File: config.mk
export PLATFORM = sky130hd
export DESIGN_NAME = sram_ctrl_flat
export DESIGN_NICKNAME = d
export VERILOG_FILES = /design/src/rtl/sram_ctrl_if.sv /design/src/rtl/sram_ctrl.sv /design/src/flat_wrapper.sv
export SDC_FILE = /design/constraint.sdc
export NUM_CORES = 1
export LEC_CHECK = 0
export ABC_AREA = 1
export BUFFER_PORTS_ARGS = -buffer_cell sky130_fd_sc_hd__buf_2
export CAP_MARGIN = 30
export CORE_ASPECT_RATIO = 0.9
export CORE_MARGIN = 3
export CORE_UTILIZATION = 30
export CTS_CLUSTER_SIZE = 25
export DETAILED_ROUTE_END_ITERATION = 8
export REMOVE_ABC_BUFFERS = 1
export SYNTH_ARGS = -nofsm -noshare
export SYNTH_HDL_FRONTEND = slang
export SYNTH_SLANG_ARGS = --single-unit
File: constraint.sdc
create_clock -name clk -period 3.7 [get_ports clk]
set_clock_uncertainty 0.2 [all_clocks]
set_input_delay 0.185 -clock clk [delete_from_list [all_inputs] [get_ports clk]]
set_output_delay 0.185 -clock clk [all_outputs]
set_load 0.05 [all_outputs]
File: src/rtl/sram_ctrl_if.sv
`default_nettype none
// ============================================================================
// Module      : sram_ctrl_if
// Description : Switch-side request bus of the SRAM controller.
//               master : drives ce_i/we_i/addr_i/sel_i/data_i,
//                        receives data_o/stall_o
//               slave  : the controller side of the same bus
//   ce_i    request valid           we_i   1=write, 0=read
//   addr_i  byte address [31:0]     sel_i  byte-lane enables [3:0]
//   data_i  write data [31:0]       data_o read data [31:0]
//   stall_o 1 = request not yet complete, initiator holds its request
// Revision    : 1.0 - initial release
// ============================================================================
interface sram_ctrl_if;
    logic        ce_i;
    logic        we_i;
    logic [31:0] addr_i;
    logic [3:0]  sel_i;
    logic [31:0] data_i;
    logic [31:0] data_o;
    logic        stall_o;

    modport master (
        output ce_i, we_i, addr_i, sel_i, data_i,
        input  data_o, stall_o
    );

    modport slave (
        input  ce_i, we_i, addr_i, sel_i, data_i,
        output data_o, stall_o
    );
endinterface
`default_nettype wire

File: src/rtl/sram_ctrl.sv
`default_nettype none
// ============================================================================
// Module      : sram_ctrl
// Description : Single-access asynchronous SRAM controller. A request on the
//               switch-side bus is latched in IDLE, the external strobes are
//               held for WAIT_CYCLES cycles, and the request completes in a
//               one-cycle DONE state.
// Ports       :
//   clk          single clock, rising edge
//   rst          asynchronous, active-low reset
//   bus          sram_ctrl_if.slave switch-side request bus
//   ram_addr_o   external SRAM word address [19:0]
//   ram_data_o   external write data [31:0]
//   ram_data_i   external read data [31:0]
//   ram_data_oe  1 = drive the external data bus
//   ram_ce_n / ram_oe_n / ram_we_n / ram_be_n[3:0]  active-low strobes
// Revision    : 1.0 - initial release
// ============================================================================
module sram_ctrl #(
    parameter int WAIT_CYCLES = 2     // strobe hold time per access, 1..15
) (
    input  wire logic        clk,
    input  wire logic        rst,
    sram_ctrl_if.slave       bus,
    output logic [19:0]      ram_addr_o,
    output logic [31:0]      ram_data_o,
    input  wire logic [31:0] ram_data_i,
    output logic             ram_data_oe,
    output logic             ram_ce_n,
    output logic             ram_oe_n,
    output logic             ram_we_n,
    output logic [3:0]       ram_be_n
);

    localparam logic [3:0] CNT_LOAD = 4'(WAIT_CYCLES - 1);

    typedef enum logic [1:0] {
        IDLE  = 2'd0,
        READ  = 2'd1,
        WRITE = 2'd2,
        DONE  = 2'd3
    } state_t;

    state_t      state_q, state_d;
    logic [3:0]  cnt_q,   cnt_d;
    logic [19:0] addr_q,  addr_d;
    logic [3:0]  sel_q,   sel_d;
    logic [31:0] wdata_q, wdata_d;
    logic [31:0] rdata_q, rdata_d;
    logic [31:0] lane_mask;

    // Byte address bits outside [21:2] carry no meaning for a word SRAM.
    logic unused_addr_bits;
    assign unused_addr_bits = ^{bus.addr_i[31:22], bus.addr_i[1:0]};

    assign lane_mask = {{8{sel_q[3]}}, {8{sel_q[2]}}, {8{sel_q[1]}}, {8{sel_q[0]}}};

    // ------------------------------------------------------------------
    // State register
    // ------------------------------------------------------------------
    always_ff @(posedge clk or negedge rst) begin
        if (!rst) begin
            state_q <= IDLE;
            cnt_q   <= 4'd0;
            addr_q  <= 20'd0;
            sel_q   <= 4'd0;
            wdata_q <= 32'd0;
            rdata_q <= 32'd0;
        end else begin
            state_q <= state_d;
            cnt_q   <= cnt_d;
            addr_q  <= addr_d;
            sel_q   <= sel_d;
            wdata_q <= wdata_d;
            rdata_q <= rdata_d;
        end
    end

    // ------------------------------------------------------------------
    // Next-state logic. The direction of the access is carried by the
    // READ/WRITE state itself, so no separate write-enable register is kept.
    // Once an access has started it always runs to DONE: dropping ce_i only
    // means nobody looks at the result.
    // ------------------------------------------------------------------
    always_comb begin
        state_d = state_q;
        cnt_d   = cnt_q;
        addr_d  = addr_q;
        sel_d   = sel_q;
        wdata_d = wdata_q;
        rdata_d = rdata_q;

        case (state_q)
            IDLE: begin
                if (bus.ce_i) begin
                    addr_d  = bus.addr_i[21:2];
                    sel_d   = bus.sel_i;
                    wdata_d = bus.data_i;
                    if (bus.we_i) begin
                        // A write with no lanes selected has nothing to do.
                        if (bus.sel_i == 4'b0000) begin
                            state_d = DONE;
                        end else begin
                            state_d = WRITE;
                            cnt_d   = CNT_LOAD;
                        end
                    end else begin
                        state_d = READ;
                        cnt_d   = CNT_LOAD;
                    end
                end
            end
            READ: begin
                if (cnt_q == 4'd0) begin
                    // Capture on the last strobed cycle; read data is held
                    // here until the next read completes.
                    rdata_d = ram_data_i & lane_mask;
                    state_d = DONE;
                end else begin
                    cnt_d = cnt_q - 4'd1;
                end
            end
            WRITE: begin
                if (cnt_q == 4'd0) begin
                    state_d = DONE;
                end else begin
                    cnt_d = cnt_q - 4'd1;
                end
            end
            DONE: begin
                // Always pass through IDLE, so a ce_i still high here is not
                // mistaken for a fresh request.
                state_d = IDLE;
            end
            default: begin
                state_d = IDLE;
            end
        endcase
    end

    // ------------------------------------------------------------------
    // Outputs are decoded from the state register, so the asynchronous
    // reset releases every strobe immediately without waiting for a clock.
    // oe_n and data_oe are only ever asserted in different states, which
    // keeps the external data bus free of contention.
    // ------------------------------------------------------------------
    always_comb begin
        ram_ce_n    = 1'b1;
        ram_oe_n    = 1'b1;
        ram_we_n    = 1'b1;
        ram_be_n    = 4'hF;
        ram_data_oe = 1'b0;

        case (state_q)
            READ: begin
                ram_ce_n = 1'b0;
                ram_oe_n = 1'b0;
                ram_be_n = ~sel_q;
            end
            WRITE: begin
                ram_ce_n    = 1'b0;
                ram_we_n    = 1'b0;
                ram_be_n    = ~sel_q;
                ram_data_oe = 1'b1;
            end
            default: begin
            end
        endcase
    end

    assign ram_addr_o  = addr_q;
    assign ram_data_o  = wdata_q;
    assign bus.data_o  = rdata_q;
    assign bus.stall_o = bus.ce_i && (state_q != DONE);

endmodule
`default_nettype wire

File: src/flat_wrapper.sv
// flat-port wrapper written by rule: the top's interface ports become plain ports
module sram_ctrl_flat 
#(
    parameter int WAIT_CYCLES = 2                                          
)
  (clk, rst, ram_addr_o, ram_data_o, ram_data_i, ram_data_oe, ram_ce_n, ram_oe_n, ram_we_n, ram_be_n, bus_ce_i, bus_we_i, bus_addr_i, bus_sel_i, bus_data_i, bus_data_o, bus_stall_o);
  sram_ctrl_if bus_i ();
  input  wire logic clk;
  input  wire logic rst;
  output logic [19:0] ram_addr_o;
  output logic [31:0] ram_data_o;
  input  wire logic [31:0] ram_data_i;
  output logic ram_data_oe;
  output logic ram_ce_n;
  output logic ram_oe_n;
  output logic ram_we_n;
  output logic [3:0] ram_be_n;
  input wire logic [$bits(bus_i.ce_i)-1:0] bus_ce_i;
  input wire logic [$bits(bus_i.we_i)-1:0] bus_we_i;
  input wire logic [$bits(bus_i.addr_i)-1:0] bus_addr_i;
  input wire logic [$bits(bus_i.sel_i)-1:0] bus_sel_i;
  input wire logic [$bits(bus_i.data_i)-1:0] bus_data_i;
  output wire logic [$bits(bus_i.data_o)-1:0] bus_data_o;
  output wire logic [$bits(bus_i.stall_o)-1:0] bus_stall_o;
  assign bus_i.ce_i = bus_ce_i;
  assign bus_i.we_i = bus_we_i;
  assign bus_i.addr_i = bus_addr_i;
  assign bus_i.sel_i = bus_sel_i;
  assign bus_i.data_i = bus_data_i;
  assign bus_data_o = bus_i.data_o;
  assign bus_stall_o = bus_i.stall_o;
  sram_ctrl #(.WAIT_CYCLES(WAIT_CYCLES)) u_core (.clk(clk), .rst(rst), .bus(bus_i), .ram_addr_o(ram_addr_o), .ram_data_o(ram_data_o), .ram_data_i(ram_data_i), .ram_data_oe(ram_data_oe), .ram_ce_n(ram_ce_n), .ram_oe_n(ram_oe_n), .ram_we_n(ram_we_n), .ram_be_n(ram_be_n));
endmodule
==> impl_results.md <==
- Status: completed
- H-tree depth reported by CTS: 3
- Min-Delay Path Class: primary input to asynchronous set/reset pin
- Crit Path Max Fanout: 34
- Final core occ: 48.9%
- Initial DRC count: 196
- Flop-to-flop setup slack: 1.40 ns
- Slew HR: a little over half
- Vias in the first global route: 3689
- Ports: 197
- IO buf count: 184
- Yosys reg bits: 94
- Diodes inserted: 0
- RSZ-0062 raised after global routing: false
- Synthesized area: between 4000 and 5000 sq um
- Ranking of synthesized cells by area: dfrtp_1 (58%), mux2_4 (15%), nand2_1 (5.2%), o21ai_0 (4.7%), nand3_1 (4.4%)
- Total GRT Usage: ~16%
- Final Non-Filler Cells: 770
- Drt wl/cell: 14.8 um
- Nets: roughly 710
- Reg2reg end: u_core.bus.data_o[31]
- Startpoint Class: flip-flop
- Worst vdd ir: between 0.6 and 0.7 mV
- Synth unique cells: 18
- CTS Buffer Depth: 2
- Area growth, synth to finish: 56.0%
- Top-area cell type share of the netlist area: 58.0%
- Root buf cell: clkbuf_16
- Yosys warnings: 0
- Fin Hold WS: about 0.064 ns
- Final Hold Viols: 0
- Seq/Total Area, Yosys: 58.0%
- Synthesized instance count: 332
- Total power: ~6.7 mW
- Crit path largest cell delay: between 0.6 and 0.7 ns
- Worst slew pin tran: 0.702 ns
- Critical path arrival: 2.38 ns
- Max Fclk: 436 MHz
- Via count: 3445
- Vias/cell: 4.47
- Leading area contributor after synthesis: dfrtp_1
- CTS tree: done
- HPWL after detailed placement: 7250 um
- Core box area: 12900 sq um
- DRC: 0
- Tmin final: 2.30 ns
- Initial Util: 31.4%
- Worst skew pair latency: 0.34 ns
- Leak Pwr: around 3.4 nW
- Setup TNS: 0 ns
- Placer Congestion: 0.819
- Antenna-violating nets left: 0
- Setup Viol. Count Final: 0
- Antenna violations before repair: 0
- Standard-cell rows: 39
- Placed cells: 663
- Die height: 116 um
- R2r startpoint: u_core.cnt_q[0]
- CP Class: flip-flop to flip-flop
- Post-cts resize count: 0
- Area of the die: 14900 sq um
- Chip Width: roughly 130 um
- First-pass GRT wire length: 18300 um
- Reg clk slew, reported paths: 0.07 ns
- Final period util: slightly above 60%
- Cell Area, Placed: 5090 sq um
- Max-slew violations: 0
- Pin count of the biggest net entering global routing: 68
- Num CTS Buffers: 9
- R2R cell count: 6
- Crit path capture type: flip-flop
- Slowest-stage cell, CP: nor2_4
- Worst EP required: 3.78 ns
- Cell area after layout: 6320 sq um
- Clk sink count: between 90 and 100
- Final WS setup: 1.40 ns
- Worst slack at placement: between 1 and 1.5 ns
- Grt total ovfl: 0
- Syn_area_per_cell: 12.2 sq um
- Layout cells sized above 1: 43.2%
- Power density cells: 1050 nW/um^2
- Max-cap check violation count: 0
- CP cell instances: inv_1 -> ha_1 -> nand2_2 -> nor2_4 -> nand3_1 -> nand2_1
- Drt first pass iters: 4
- Detailed-route wire length: 11400 um
synth_stat cells:
| cell type | instances |
|---|---|
| nand2_2 | 1 |
| mux2_4 | 40 |
| dfrtp_1 | 94 |
| buf_6 | 8 |
| nand3_1 | 36 |
| a21oi_1 | 2 |
| nor2_4 | 1 |
| o21ai_0 | 38 |
| nor2_2 | 1 |
| buf_4 | 1 |
| ha_1 | 7 |
| clkbuf_1 | 10 |
| mux2_2 | 16 |
| xnor2_1 | 1 |
| nor2_1 | 9 |
| buf_2 | 1 |
| nand2_1 | 56 |
| inv_1 | 10 |
where the power goes:
part	total, mW	leakage [nW]	switching, mW	internal, mW
combinational	3.85	2.05	2.73	1.12
sequential	1.86	1.15	0.331	1.53
clock	0.941	0.146	0.381	0.560
kinds of logic after synthesis:
logic type	synth area share, %
mux	19.3
fa+ha+maj	2.16
xor+xnor	0.216
simple gates	11.0
flops	58.0
compound gates	4.94
buf+inv	4.38
worst max path at each step:
stage | start | endpoint | slack, ns | cells past startpoint
floorplan | u_core.state_q[0] | u_core.ram_addr_o[0] | 0.54 | 4
global placement | u_core.cnt_q[0] | u_core.bus.data_o[12] | 1.42 | 6
detailed placement | u_core.cnt_q[0] | u_core.bus.data_o[14] | 1.39 | 6
CTS | u_core.cnt_q[0] | u_core.bus.data_o[14] | 1.38 | 6
global route | u_core.cnt_q[0] | u_core.bus.data_o[15] | 1.15 | 6
finish | u_core.cnt_q[0] | u_core.bus.data_o[31] | 1.40 | 6
cell usage in the layout (no fill, tap or decap), types with 9 or more instances in the layout:
master	count
mux2_4	40
nand2_1	55
o21ai_0	38
mux2_2	16
clkbuf_16	9
dfrtp_1	94
dlygate4sd3_1	90
nand3_1	36
nor2_1	9
inv_1	10
buf_2	183
worst max-delay path, delay by kind of cell, from the launching register on:
kind,cells,cell delay (ns)
buffers and inverters,1,0.12
and+or+nand+nor,4,1.33
adders and majority gates,1,0.20
DFF,1,0.38
state kept, by name, indices dropped and copies added (netlist names):
register           flops
u_core.ram_data_o     32
u_core.bus.data_o     32
u_core.sel_q           4
u_core.state_q         2
u_core.ram_addr_o     20
u_core.cnt_q           4
timing repair:
action / 4_1_cts / 5_1_grt
setup buffers: 0 / 0
hold buffers: 90 / 0
hold endpoints to repair: 183 / 0
final cells by class:
class | count | area (sq um)
Clock buffer | 13 | 260
Clock inverter | 3 | 42.5
Fill cell | 1131 | 6610
Inverter | 10 | 37.5
Multi-Input combinational cell | 208 | 1530
Sequential cell | 94 | 2350
Tap cell | 164 | 205
Timing Repair Buffer | 278 | 1890
routing by layer:
metal,wire (um),global-route usage [%],vias to the layer above
met5,0,0,-
met4,264,6.23,0
met3,765,4.53,20
met2,5680,26.6,130
met1,4680,18.6,1646
li1,-,-,1649
(Power assumes the default switching activity.)
